===== config.mk =====
export PLATFORM = sky130hd
export DESIGN_NAME = wb_port_arbiter
export DESIGN_NICKNAME = d
export VERILOG_FILES = /design/src/rtl/wb_arb_pkg.sv /design/src/rtl/wb_md_fifo.sv /design/src/rtl/wb_port_arbiter.sv
export SDC_FILE = /design/constraint.sdc
export NUM_CORES = 1
export LEC_CHECK = 0
export CAP_MARGIN = 20
export CORE_MARGIN = 5
export CORE_UTILIZATION = 44
export CTS_BUF_LIST = sky130_fd_sc_hd__clkbuf_16
export CTS_CLUSTER_DIAMETER = 60
export CTS_CLUSTER_SIZE = 10
export DETAILED_ROUTE_END_ITERATION = 6
export PLACE_DENSITY = 0.72
export SLEW_MARGIN = 20
export SYNTH_ARGS = -nofsm -noshare
export SYNTH_HDL_FRONTEND = slang
export SYNTH_SLANG_ARGS = --single-unit

===== constraint.sdc =====
create_clock -name clock -period 2.55 [get_ports clock]
set_clock_uncertainty 0.1 [all_clocks]
set_input_delay 0.6375 -clock clock [delete_from_list [all_inputs] [get_ports clock]]
set_output_delay 0.6375 -clock clock [all_outputs]
set_load 0.005 [all_outputs]

===== src/rtl/wb_arb_pkg.sv =====
// Shared types and constants for the register-file write-port arbiter.
// Pure declarations: no logic, no latency.
// No flow control here; see wb_md_fifo and wb_port_arbiter for handshakes.
package wb_arb_pkg;

  // Register written by the exception/status path.
  localparam logic [4:0] RSTATUS_REG = 5'd30;

  // Source that owns the write port in a given cycle.
  typedef enum logic [1:0] {
    SRC_NONE,
    SRC_WB,
    SRC_MD,
    SRC_EXC
  } src_e;

  // One buffered multdiv result.
  typedef struct packed {
    logic        valid;
    logic [4:0]  rd;
    logic [31:0] data;
  } md_entry_t;

  function automatic logic [31:0] rd_onehot(input logic [4:0] rd);
    rd_onehot = 32'd1 << rd;
  endfunction

endpackage


===== src/rtl/wb_md_fifo.sv =====
// Multdiv result FIFO with kill-by-rd and a pending-register mask.
// Latency: a push is visible at the head the next cycle; killed heads are dropped one cycle after they surface.
// Backpressure: full_o must gate push_i upstream; push while full is ignored.
//
// Ports: push_* write a new entry; pop_i retires a live head; kill_i/kill_rd_i
// invalidate every stored entry with that rd (the entry pushed in the same
// cycle is not affected); head_* expose the oldest entry; pending_o is the
// OR of one-hot(rd) over live entries.
module wb_md_fifo
  import wb_arb_pkg::*;
#(
  parameter int DEPTH = 2
) (
  input  logic        clock,
  input  logic        reset,
  input  logic        push_i,
  input  logic [4:0]  push_rd_i,
  input  logic [31:0] push_data_i,
  input  logic        pop_i,
  input  logic        kill_i,
  input  logic [4:0]  kill_rd_i,
  output logic        full_o,
  output logic        head_vld_o,
  output logic [4:0]  head_rd_o,
  output logic [31:0] head_data_o,
  output logic [31:0] pending_o
);

  localparam int AW = $clog2(DEPTH);

  md_entry_t       mem_q [DEPTH];
  logic [AW-1:0]   wr_ptr_q;
  logic [AW-1:0]   rd_ptr_q;
  logic [AW:0]     cnt_q;
  logic            empty;
  logic            push_ok;
  logic            pop_eff;
  md_entry_t       head;

  assign empty       = (cnt_q == '0);
  assign full_o      = (cnt_q == (AW+1)'(DEPTH));
  assign head        = mem_q[rd_ptr_q];
  assign head_vld_o  = !empty && head.valid;
  assign head_rd_o   = head.rd;
  assign head_data_o = head.data;
  assign push_ok     = push_i && !full_o;
  // A killed entry at the head retires on its own so it never takes a
  // write-port cycle.
  assign pop_eff     = !empty && (pop_i || !head.valid);

  always_comb begin
    pending_o = '0;
    for (int i = 0; i < DEPTH; i++) begin
      if (mem_q[i].valid) pending_o = pending_o | rd_onehot(mem_q[i].rd);
    end
    pending_o[0] = 1'b0;
  end

  always_ff @(posedge clock or negedge reset) begin
    if (!reset) begin
      for (int i = 0; i < DEPTH; i++) mem_q[i] <= '0;
      wr_ptr_q <= '0;
      rd_ptr_q <= '0;
      cnt_q    <= '0;
    end else begin
      for (int i = 0; i < DEPTH; i++) begin
        if (kill_i && mem_q[i].valid && (mem_q[i].rd == kill_rd_i)) mem_q[i].valid <= 1'b0;
      end
      if (pop_eff) begin
        mem_q[rd_ptr_q].valid <= 1'b0;
        rd_ptr_q <= rd_ptr_q + AW'(1);
      end
      // Written last so a same-cycle kill cannot clear the new entry.
      if (push_ok) begin
        mem_q[wr_ptr_q] <= '{valid: 1'b1, rd: push_rd_i, data: push_data_i};
        wr_ptr_q <= wr_ptr_q + AW'(1);
      end
      case ({push_ok, pop_eff})
        2'b10:   cnt_q <= cnt_q + (AW+1)'(1);
        2'b01:   cnt_q <= cnt_q - (AW+1)'(1);
        default: cnt_q <= cnt_q;
      endcase
    end
  end

endmodule


===== src/rtl/wb_port_arbiter.sv =====
// Arbitrates the regfile write port between pipeline writeback, multdiv and the $rstatus path.
// Latency: grant in cycle N appears on rf_* in N+1; a multdiv accept reaches rf_* no earlier than N+2.
// Backpressure: writeback never stalled; md_ready = !fifo_full, exc_ready = holding register empty.
//
// Ports: clock/reset (async active-low); wb_we/wb_rd/wb_data pipeline write;
// md_valid/md_ready/md_rd/md_data multdiv results; exc_valid/exc_ready/exc_data
// status write to r30; rf_we/rf_rd/rf_data registered write port; md_pending
// mask of registers with a live buffered result; wb_hold one-cycle bubble request.
// Optional: define WB_ARB_STARVE_EN to build the starvation counter driving wb_hold.
module wb_port_arbiter
  import wb_arb_pkg::*;
#(
  parameter int MD_DEPTH     = 2,
  parameter int STARVE_LIMIT = 8
) (
  input  logic        clock,
  input  logic        reset,
  input  logic        wb_we,
  input  logic [4:0]  wb_rd,
  input  logic [31:0] wb_data,
  input  logic        md_valid,
  output logic        md_ready,
  input  logic [4:0]  md_rd,
  input  logic [31:0] md_data,
  input  logic        exc_valid,
  output logic        exc_ready,
  input  logic [31:0] exc_data,
  output logic        rf_we,
  output logic [4:0]  rf_rd,
  output logic [31:0] rf_data,
  output logic [31:0] md_pending,
  output logic        wb_hold
);

  logic        wb_req;
  logic        md_push;
  logic        fifo_full;
  logic        md_head_vld;
  logic [4:0]  md_head_rd;
  logic [31:0] md_head_data;
  src_e        grant;

  logic        exc_vld_q;
  logic [31:0] exc_data_q;
  logic        rr_exc_q;   // 0: multdiv preferred on a tie, 1: exc preferred
  logic        rf_we_q;
  logic [4:0]  rf_rd_q;
  logic [31:0] rf_data_q;

  // r0 writes are dropped at entry: a pipeline write to r0 is an idle slot.
  assign wb_req    = wb_we && (wb_rd != 5'd0);
  assign md_ready  = !fifo_full;
  assign md_push   = md_valid && md_ready && (md_rd != 5'd0);
  assign exc_ready = !exc_vld_q;

  wb_md_fifo #(.DEPTH(MD_DEPTH)) u_md_fifo (
    .clock       (clock),
    .reset       (reset),
    .push_i      (md_push),
    .push_rd_i   (md_rd),
    .push_data_i (md_data),
    .pop_i       (grant == SRC_MD),
    .kill_i      (grant == SRC_WB),
    .kill_rd_i   (wb_rd),
    .full_o      (fifo_full),
    .head_vld_o  (md_head_vld),
    .head_rd_o   (md_head_rd),
    .head_data_o (md_head_data),
    .pending_o   (md_pending)
  );

  always_comb begin
    grant = SRC_NONE;
    if (wb_req)                      grant = SRC_WB;
    else if (md_head_vld && exc_vld_q) grant = rr_exc_q ? SRC_EXC : SRC_MD;
    else if (md_head_vld)            grant = SRC_MD;
    else if (exc_vld_q)              grant = SRC_EXC;
  end

  always_ff @(posedge clock or negedge reset) begin
    if (!reset) begin
      exc_vld_q  <= 1'b0;
      exc_data_q <= '0;
      rr_exc_q   <= 1'b0;
      rf_we_q    <= 1'b0;
      rf_rd_q    <= '0;
      rf_data_q  <= '0;
    end else begin
      if (grant == SRC_EXC) begin
        exc_vld_q <= 1'b0;
      end else if (exc_valid && exc_ready) begin
        exc_vld_q  <= 1'b1;
        exc_data_q <= exc_data;
      end
      if (grant == SRC_MD)  rr_exc_q <= 1'b1;
      if (grant == SRC_EXC) rr_exc_q <= 1'b0;
      case (grant)
        SRC_WB: begin
          rf_we_q   <= 1'b1;
          rf_rd_q   <= wb_rd;
          rf_data_q <= wb_data;
        end
        SRC_MD: begin
          rf_we_q   <= 1'b1;
          rf_rd_q   <= md_head_rd;
          rf_data_q <= md_head_data;
        end
        SRC_EXC: begin
          rf_we_q   <= 1'b1;
          rf_rd_q   <= RSTATUS_REG;
          rf_data_q <= exc_data_q;
        end
        default: rf_we_q <= 1'b0;
      endcase
    end
  end

  assign rf_we   = rf_we_q;
  assign rf_rd   = rf_rd_q;
  assign rf_data = rf_data_q;

`ifdef WB_ARB_STARVE_EN
  localparam int CW = $clog2(STARVE_LIMIT + 1);

  logic [CW-1:0] starve_q, starve_d;
  logic          hold_q, hold_d;
  logic          waiting;

  assign waiting = md_head_vld || exc_vld_q;

  // Counts pipeline grants that blocked a waiting source; reaching the
  // limit requests one bubble and restarts the count.
  always_comb begin
    starve_d = '0;
    hold_d   = 1'b0;
    if ((grant == SRC_WB) && waiting) begin
      if (starve_q == CW'(STARVE_LIMIT - 1)) hold_d = 1'b1;
      else                                   starve_d = starve_q + CW'(1);
    end
  end

  always_ff @(posedge clock or negedge reset) begin
    if (!reset) begin
      starve_q <= '0;
      hold_q   <= 1'b0;
    end else begin
      starve_q <= starve_d;
      hold_q   <= hold_d;
    end
  end

  assign wb_hold = hold_q;
`else
  logic [31:0] unused_starve_limit;
  assign unused_starve_limit = 32'(STARVE_LIMIT);
  assign wb_hold = 1'b0;
`endif

endmodule


==> run_results.csv <==
group,metric,value,unit
synth,synthArstFlopShare,100,%
critical_path,start_kind,"flip-flop",
timing,setup_viol,0,
synth,yosysMostFrequentCell,"dfrtp_1",
grt,grt_antenna_before_repair,0,
clock_network,clk_latency,0.42,ns
die,die_h,141,um
clock_network,cts_tree,"built",
die,initial_core_util,44.3,%
route,vias,6205,
route,drt-wirelength-per-cell,20.6,um
clock_network,cts_inserted_buffers,17,
flow_run,cap_violations,0,
clock_network,cts.sinks,152,
placed_design,gp_congestion,0.859,
route,drt-total-wl,22.6,mm
layout,drive_above_1_share,30.8,%
layout,areaGrowthSynthToFinish,41.4,%
route,drc,0,
synth,synthTopCellsByArea,"dfrtp_1 50%, mux2_2 17%, a32oi_1 2.9%",
pwr,finalPower,13.3,mW
critical_path,critical_path_class,"flip-flop to output port",
synth,yosys-top-cells-count,"152 x dfrtp_1, 112 x mux2_2, 42 x nand2_1",
timing,worst_slack,0.00454,ns
pwr,switchingPower,4.71,mW
die,die_area,0.0200,mm2
timing,finalHoldViolations,0,
synth,yosys_warnings,0,
grt,grtUsageTotal,22.5,%
synth,netlist_area,0.00759,mm2
synth,syn_inst,650,
critical_path,slowest_stage,"or3_1",
placed_design,dp.final_hpwl,15.5,mm
placed_design,pre_cts_ws,-0.260,ns
critical_path,reg2regPathDepth,7,
placed_design,portBuffers,181,
timing,fin_crit,2.55,ns
die,io_pins,184,
timing,report.final.slew_viol_count,0,
layout,final_nets,971,
die,row_count,48,
timing,slew_headroom,61.3,%
grt,grt_max_degree,53,
pwr,power_frac_comb,47.6,%
timing,hold_ws,0.0643,ns
route,ant_nets,0,
min_path,hold_class,"input pin to asynchronous set/reset pin",
timing,rsz0062_at_grt,"true",
pwr,p_leak,4.53,nW
synth,yosysTopAreaCellShare,50.1,%
critical_path,end_kind,"output port",
clock_network,htreeDepth,4,
synth,synth-seq-cells,152,
grt,grt_pass1_wl,35.4,mm
critical_path,required,1.81,ns
critical_path,reg2reg_to,"rf_data[7]$_DFFE_PN0P_",
clock_network,path_clk_slew,0.07,ns
critical_path,reg2reg_from,"u_md_fifo.mem_q[37]$_DFF_PN0_",
pwr,clkPwrFrac,18.9,%
timing,fin_crit_sh,99.8,%
critical_path,path_max_fanout,3,
timing,fmax,0.393,GHz
route,firstDrtPassIters,4,
layout,fillCellCount,1321,
critical_path,rrSetupSlack,0.42,ns
pwr,powerDensity,1240,mW/mm2
outcome,status,"complete, no violations",
critical_path,worstPathArrival,1.81,ns
synth,syn_area_per_cell,11.7,um2
synth,synth_seq_area_share,50.1,%
synth,synthFlopType,"dfrtp_1",
pwr,vdd_drop_max,0.723,mV
grt,grt_pass1_vias,6737,
synth,synth_edf_count,0,
synth,synth_cell_types,54,
clock_network,root_buffer,"clkbuf_16",
timing,fin_setup_tns,0,ns
pwr,p_int,8.62,mW
grt,overflow,0,
clock_network,clockBufferDepth,2,
pwr,p_sw_share,35.3,%
critical_path,crit_end,"md_pending[16]",
critical_path,crit_chain,"buf_4 -> or3_1 -> o22ai_1 -> dlygate4sd2_1",
synth,yosysTopAreaCell,"dfrtp_1",
critical_path,crit_path_max_incr_delay,0.42,ns
route,vias_per_cell,5.65,
die,fp.dieW,141,um
pwr,power_frac_seq,33.4,%
timing,worstMarginPinSlew,0.581,ns
route,dr.first_iter.drc_count,330,
die,core,0.0171,mm2
critical_path,cp-startpoint,"u_md_fifo.mem_q[72]$_DFFE_PN0P_",
what timing repair did:
action,4_1_cts,5_1_grt
pin swaps,6,7
hold buffers,0,0
gates resized for setup,60,34
buffers inserted,12,9
endpoints found under the setup margin,31,15
critical path: cells and delay by family, from the launching register on:
family	cells	cell delay, ns
buf+inv	2	0.40
compound gates	1	0.21
flops	1	0.37
simple gates	1	0.42
power by group through the flow:
| stage | Combinational (mW) | Sequential [mW] | Clock [mW] |
|---|---|---|---|
| final | 6.35 | 4.46 | 2.53 |
| after CTS | 6.17 | 4.44 | 2.56 |
| after detailed placement | 5.95 | 4.46 | 0 |
| after global routing | 6.87 | 4.59 | 2.67 |
| after floorplan | 3.82 | 4.20 | 0 |
| after global placement | 5.73 | 4.39 | 0 |
sequential cells by signal, summed over array words and instances (netlist names):
name / flops
rf_rd: 5
u_md_fifo.rd_ptr_q: 1
exc_vld_q: 1
rr_exc_q: 1
exc_data_q: 32
u_md_fifo.wr_ptr_q: 1
rf_we: 1
rf_data: 32
u_md_fifo.mem_q: 76
u_md_fifo.cnt_q: 2
layer usage:
metal  global-route usage, %  wire, um  vias up
met1                    27.8      9210     3129
met5                       0         0        -
met2                    38.7     11300      237
li1                        -         -     2797
met4                    7.85       415        0
met3                    5.22      1630       42
cells by family (layout without fill, tap and decap cells):
family                     count (synthesis)  count (layout)  synth area share [%]
DFF                                      152             152                  50.1
xor gates and xnor gates                  14              14                  1.62
buffers and inverters                     90             311                  5.72
other                                      1               3                0.0494
AOI/OAI and AO/OA                        125             125                  12.3
muxes                                    144             144                  21.8
and+or+nand+nor                          123             123                  8.20
adders and majority gates                  1               1                 0.165
through the flow:
step / cell area, um2 / utilization (%) / cells
global placement: 9870 / 57.7 / 1044
finish: 10700 / 62.7 / 1098
global route: 10700 / 62.7 / 1097
CTS: 10600 / 61.9 / 1088
floorplan: 7590 / - / 651
detailed placement: 9870 / 57.7 / 1044
placed cells by master, fill, tap and decap left out, types with 10 or more instances in the layout:
cell type,instances
a32oi_1,25
buf_12,10
buf_4,54
clkbuf_16,17
clkdlybuf4s50_1,149
dfrtp_1,148
dlygate4sd2_1,13
inv_1,32
mux2_1,17
mux2_2,112
mux2_4,10
nand2_1,41
nand3_1,28
nor2_1,12
o211ai_1,25
o22ai_1,17
o22ai_2,14
worst min-delay path by stage:
stage	depth (start not counted)	to	slack [ns]	start
2_1_floorplan	0	exc_data_q[0]$_DFFE_PN0P_	0.24	reset
3_3_place_gp	2	u_md_fifo.wr_ptr_q$_DFFE_PN0P_	0.36	u_md_fifo.wr_ptr_q$_DFFE_PN0P_
3_5_place_dp	1	u_md_fifo.mem_q[29]$_DFFE_PN0P_	0.38	u_md_fifo.mem_q[29]$_DFFE_PN0P_
4_1_cts	1	rf_rd[2]$_DFFE_PN0P_	0.07	reset
5_1_grt	1	rf_rd[4]$_DFFE_PN0P_	0.08	reset
6_report	1	rf_rd[4]$_DFFE_PN0P_	0.06	reset
layout make-up:
class | instances | area [um2] | area share [%]
flip-flops and latches | 152 | 3810 | 35.5
multi-input cells | 409 | 3530 | 32.9
repair buffers | 248 | 2400 | 22.4
clock buffers | 17 | 425 | 3.97
well taps | 225 | 282 | 2.62
clock inverters | 15 | 161 | 1.50
inverters | 31 | 116 | 1.08
diodes | 1 | 2.50 | 0.0233
Power figures use the tool's default switching activity.
==> RTL change 1 (same flow settings) <==
Set the parameter `MD_DEPTH` to 4 (it was 2).
--- a/src/rtl/wb_port_arbiter.sv
+++ b/src/rtl/wb_port_arbiter.sv
@@ -10,7 +10,7 @@
 module wb_port_arbiter
   import wb_arb_pkg::*;
 #(
-  parameter int MD_DEPTH     = 2,
+  parameter int MD_DEPTH     = 4,
   parameter int STARVE_LIMIT = 8
 ) (
   input  logic        clock,
Behaviour: not the same (a bounded check fails within 4 cycles, from zero or initial values and one cycle with reset low).
==> RTL change 1 against the original RTL <==
  * The flow now finishes with violations (DRC, setup timing)
  * Sequential share of layout area increased by 1.6 points
  * Power up 50%
  * Maximum frequency down 5.8%
  * Worst setup slack got worse by 160 ps
  * First-iteration DRC count is 140% higher
  * Sequential cell count rose by 79
  * Routed wire length rose by 47%
  * Design area increased by 46%
  * Clock power increased by 37%
  * Register-to-register slack worse by 330 ps
  * Synthesized area rose by 50%
  * Largest cell class unchanged
==> RTL change 1: results (changes against the original RTL) <==
Run status
  • Status: complete, but fails checks (was completed)
  • Violated checks: DRC, setup timing

GRT
  • M1 GR Usage: 30.0% (was 27.8%)
  • Total GRT Usage: 22.2% (was 22.5%)
  • Initial antenna violation count: 3 (was 0)
  • GRT met3 Usage: 4.62% (was 5.22%)
  • Largest net degree at the start of global routing: 63 (was 53)
  • Global routing usage on met2: 36.5% (was 38.7%)
  • Vias in the first global route: 9351 (was 6737)

Cells and area
  • Max reg flops: 152 (was 76)
  • Layout cells sized above 1: 44.1% (was 30.8%)

Setup path
  • Max incr delay on CP: 450 ps (was 420 ps)
  • CP top delay family: flip-flops (was simple AND/OR/NAND/NOR gates)
  • CP Max Fanout: 4 (was 3)
  • Reg2Reg Capture Point: u_md_fifo.cnt_q[2] (was rf_data[7])
  • Arrival @ worst endpoint: 1960 ps (was 1810 ps)
  • Worst r2r path cells: 9 (was 7)
  • CP max stage cell: dfrtp_2 (was or3_1)

Yosys
  • Post-synthesis mux area share: 25.5% (was 21.8%)
  • Synth Instances: 892 (was 650)
  • Seq/Total Area, Yosys: 50.9% (was 50.1%)
  • Yosys cell types: 49 (was 54)
  • Synth Area in XOR/XNOR: 1.93% (was 1.62%)
  • Synth top area cells: dfrtp_1 51%, mux2_2 18%, mux4_2 7.5% (was dfrtp_1 50%, mux2_2 17%, a32oi_1 2.9%)

Placement
  • Post-DP Area: 0.0141 mm^2 (was 0.00987 mm^2)
  • Placed Cells incl. Taps: 1419 (was 1044)
  • Dpl hpwl: 21500 um (was 15500 um)
  • Pre-CTS setup slack: -687 ps (was -260 ps)
  • Placer Congestion: 0.885 (was 0.859)

Timing
  • Worst Setup Slack, final: -151 ps (was 4.54 ps)
  • Setup violators final: 23 (was 0)

Route
  • 1st-iter DRT viols: 779 (was 330)
  • Vias per Instance: 5.89 (was 5.65)
  • Drt drc: 4 (was 0)
  • Highest metal used: met5 (was met4)

Power
  • Net Sw Frac: 34.4% (was 35.3%)

CTS
  • Htree depth: 1 (was 4)
  • Num CTS Buffers: 28 (was 17)
  • Clock buffer depth: 3 (was 2)

Hold path
  • Worst hold-check path type: reg -> reg (was in -> async)
==> RTL change 1: changes by cell type in the layout (fill, tap and decap cells not counted), moves of 32 or more <==
| cell | delta |
|---|---|
| mux2_2 | +69 |
| buf_6 | +38 |
| buf_4 | +33 |
| a21oi_1 | +32 |
| dfrtp_1 | +64 |
| mux4_2 | +38 |
==> RTL change 1: power by group through the flow <==
stage	registers, W	logic (W)	clock network (W)
finish	0.00685	0.00975	0.00347
detailed placement	0.00684	0.00867	0
global route	0.00706	0.0104	0.00371
floorplan	0.00638	0.00555	0
global placement	0.00673	0.00847	0
CTS	0.00678	0.00942	0.00355
==> RTL change 1: cell type report <==
type	count	area, um^2	area share [%]
flip-flops and latches	231	5800	37.1
multi-input cells	579	5530	35.3
repair buffers	325	3080	19.7
clock buffers	28	701	4.48
well taps	330	413	2.64
clock inverters	7	72.6	0.464
inverters	14	52.6	0.336
diodes	1	2.50	0.0160
==> RTL change 1: worst min path at each step <==
stage | depth (start not counted) | slack (ps) | end | startpoint
3_3_place_gp | 2 | 350 | rf_data[26] | exc_data_q[26]
2_1_floorplan | 0 | 240 | exc_data_q[0] | reset
4_1_cts | 2 | 370 | rf_data[4] | exc_data_q[4]
3_5_place_dp | 2 | 360 | rf_data[26] | exc_data_q[26]
5_1_grt | 2 | 390 | rf_data[4] | exc_data_q[4]
6_report | 2 | 370 | rf_data[5] | exc_data_q[5]
==> RTL change 1: worst min-delay path: cells and delay by family, from the launching register on <==
family           cells  cell delay (ps)
flip-flops           1              340
AND/OR/NAND/NOR      2              100
==> RTL change 1: timing repair <==
item                                   CTS  global route
setup endpoints to repair               33            33
gates resized for setup                216            43
pin swaps                               31            26
endpoints found under the hold margin   57             0
hold buffers                             1             0
setup buffers                           51             9
==> RTL change 2 (config.mk and constraints unchanged) <==
Made on the original files. Build with the macro `WB_ARB_STARVE_EN` defined.
--- a/src/rtl/wb_port_arbiter.sv
+++ b/src/rtl/wb_port_arbiter.sv
@@ -7,6 +7,8 @@
 // status write to r30; rf_we/rf_rd/rf_data registered write port; md_pending
 // mask of registers with a live buffered result; wb_hold one-cycle bubble request.
 // Optional: define WB_ARB_STARVE_EN to build the starvation counter driving wb_hold.
+`define WB_ARB_STARVE_EN
+
 module wb_port_arbiter
   import wb_arb_pkg::*;
 #(
Function: no difference found for any inputs over 4 cycles, from zero or initial values and one cycle with reset low; that may be too few to reach the edited logic, so the function may still have changed.
==> RTL change 2 against the original RTL <==
  * Synthesized cell count increased by 1.5%
  * Worst setup slack improved by 21 ps
  * Routed wire length increased by 3.1%
  * Combinational power decreased by 3%
  * Critical path depth increased by 1
  * Design area increased by 1.6%
  * Power decreased by 0.27%
  * Register-to-register slack got worse by 180 ps
  * Worst hold slack got worse by 30 ps
  * Synthesized area increased by 1.5%
  * Sequential cell count increased by 5
  * Largest power group unchanged
  * First-iteration DRC count increased by 11%
==> RTL change 2: results (changes against the original RTL) <==
Run status
  • Status: completed (unchanged)

Placement
  • Placer Congestion: 0.910 (was 0.859)
  • Port bufs: 182 (was 181)
  • Pre-CTS setup slack: -335 ps (was -260 ps)
  • Post-DP Area: 0.0101 mm^2 (was 0.00987 mm^2)
  • Dpl hpwl: 16400 um (was 15500 um)
  • Placed Cells incl. Taps: 1065 (was 1044)

Route
  • Via count: 6301 (was 6205)
  • Wire length on met3: 1750 um (was 1630 um)
  • DRT Pass-1 Iters: 5 (was 4)
  • Met1 WL: 9700 um (was 9210 um)
  • 1st-iter DRT viols: 365 (was 330)
  • Final WL: 23300 um (was 22600 um)
  • WL met2: 11300 um (about the same)
  • Routed wire per std cell: 20.9 um (was 20.6 um)

Setup path
  • CP max stage cell: dfrtp_2 (was or3_1)
  • FF-to-FF setup slack: 240 ps (was 420 ps)
  • Arrival @ worst endpoint: 1790 ps (was 1810 ps)
  • Max incr delay on CP: 440 ps (was 420 ps)
  • Worst r2r src: u_md_fifo.mem_q[75] (was u_md_fifo.mem_q[37])
  • CP Max Fanout: 5 (was 3)

Cells and area
  • Layout cells sized above 1: 32.4% (was 30.8%)
  • Fin nets: 988 (was 971)

Yosys
  • Yosys cell types: 50 (was 54)
  • Synth Area in XOR/XNOR: 1.71% (was 1.62%)
  • Post-synthesis mux area share: 21.0% (was 21.8%)
  • Synth Area per Inst: 11.7 um^2 (about the same)
  • Share of flip-flops with an asynchronous set or reset: 100% (unchanged)
  • Synth Area in Compound Gates: 12.7% (was 12.3%)
  • Synth top area cells: dfrtp_1 51%, mux2_2 20%, o211ai_1 3.8% (was dfrtp_1 50%, mux2_2 17%, a32oi_1 2.9%)
  • Most frequent cells after synthesis: 157 x dfrtp_1, 135 x mux2_2, 39 x o211ai_1, 36 x nand2_1, 34 x nand3_1 (was 152 x dfrtp_1, 112 x mux2_2, 42 x nand2_1, 33 x nand3_1)
  • Seq/Total Area, Yosys: 51.0% (was 50.1%)
  • Synth Area in Adders: 0.325% (was 0.165%)

Power
  • Peak supply drop: 0.671 mV (was 0.723 mV)
  • Leakage power: 4.66 nW (was 4.53 nW)

GRT
  • Global-route wire length before repair: 36500 um (was 35400 um)
  • Global routing usage on met2: 38.1% (was 38.7%)
  • Largest net degree at the start of global routing: 55 (was 53)
  • M1 GR Usage: 29.7% (was 27.8%)
  • GRT met3 Usage: 5.81% (was 5.22%)
  • Initial antenna violation count: 1 (was 0)
  • Total GRT Usage: 23.1% (was 22.5%)
  • Vias in the first global route: 6747 (was 6737)

CTS
  • Post_cts resized: 56 (was 60)
  • Setup Buffers After CTS: 7 (was 12)

Timing
  • Max Fclk: 396 MHz (was 393 MHz)
  • Hold_ws: 34.2 ps (was 64.3 ps)
  • Max transition margin: 52.8% (was 61.3%)
## RTL change 2: final cells by class
class | instances | area (um^2)
Clock inverter | 14 | 153
Fill cell | 1340 | 6330
Multi-Input combinational cell | 414 | 3530
Timing Repair Buffer | 253 | 2440
Tap cell | 225 | 282
Antenna cell | 1 | 2.50
Sequential cell | 157 | 3940
Inverter | 32 | 120
Clock buffer | 17 | 425
## RTL change 2: final timing paths
path / end / depth (start not counted)
setup / recovery: md_pending[11] / 5
hold / removal: exc_data_q[22] / 1
setup reg to reg: rf_data[2] / 6
hold reg to reg: u_md_fifo.wr_ptr_q / 2
max in group asynchronous: u_md_fifo.mem_q[72] / 2
min in group clock: u_md_fifo.wr_ptr_q / 2
## RTL change 2: power by group
group	total, W	internal, W	switching (W)
Combinational	0.00617	0.00338	0.00279
Sequential	0.00461	0.00377	0.000844
Clock	0.00252	0.00152	0.00101
Total	0.0133	0.00866	0.00464
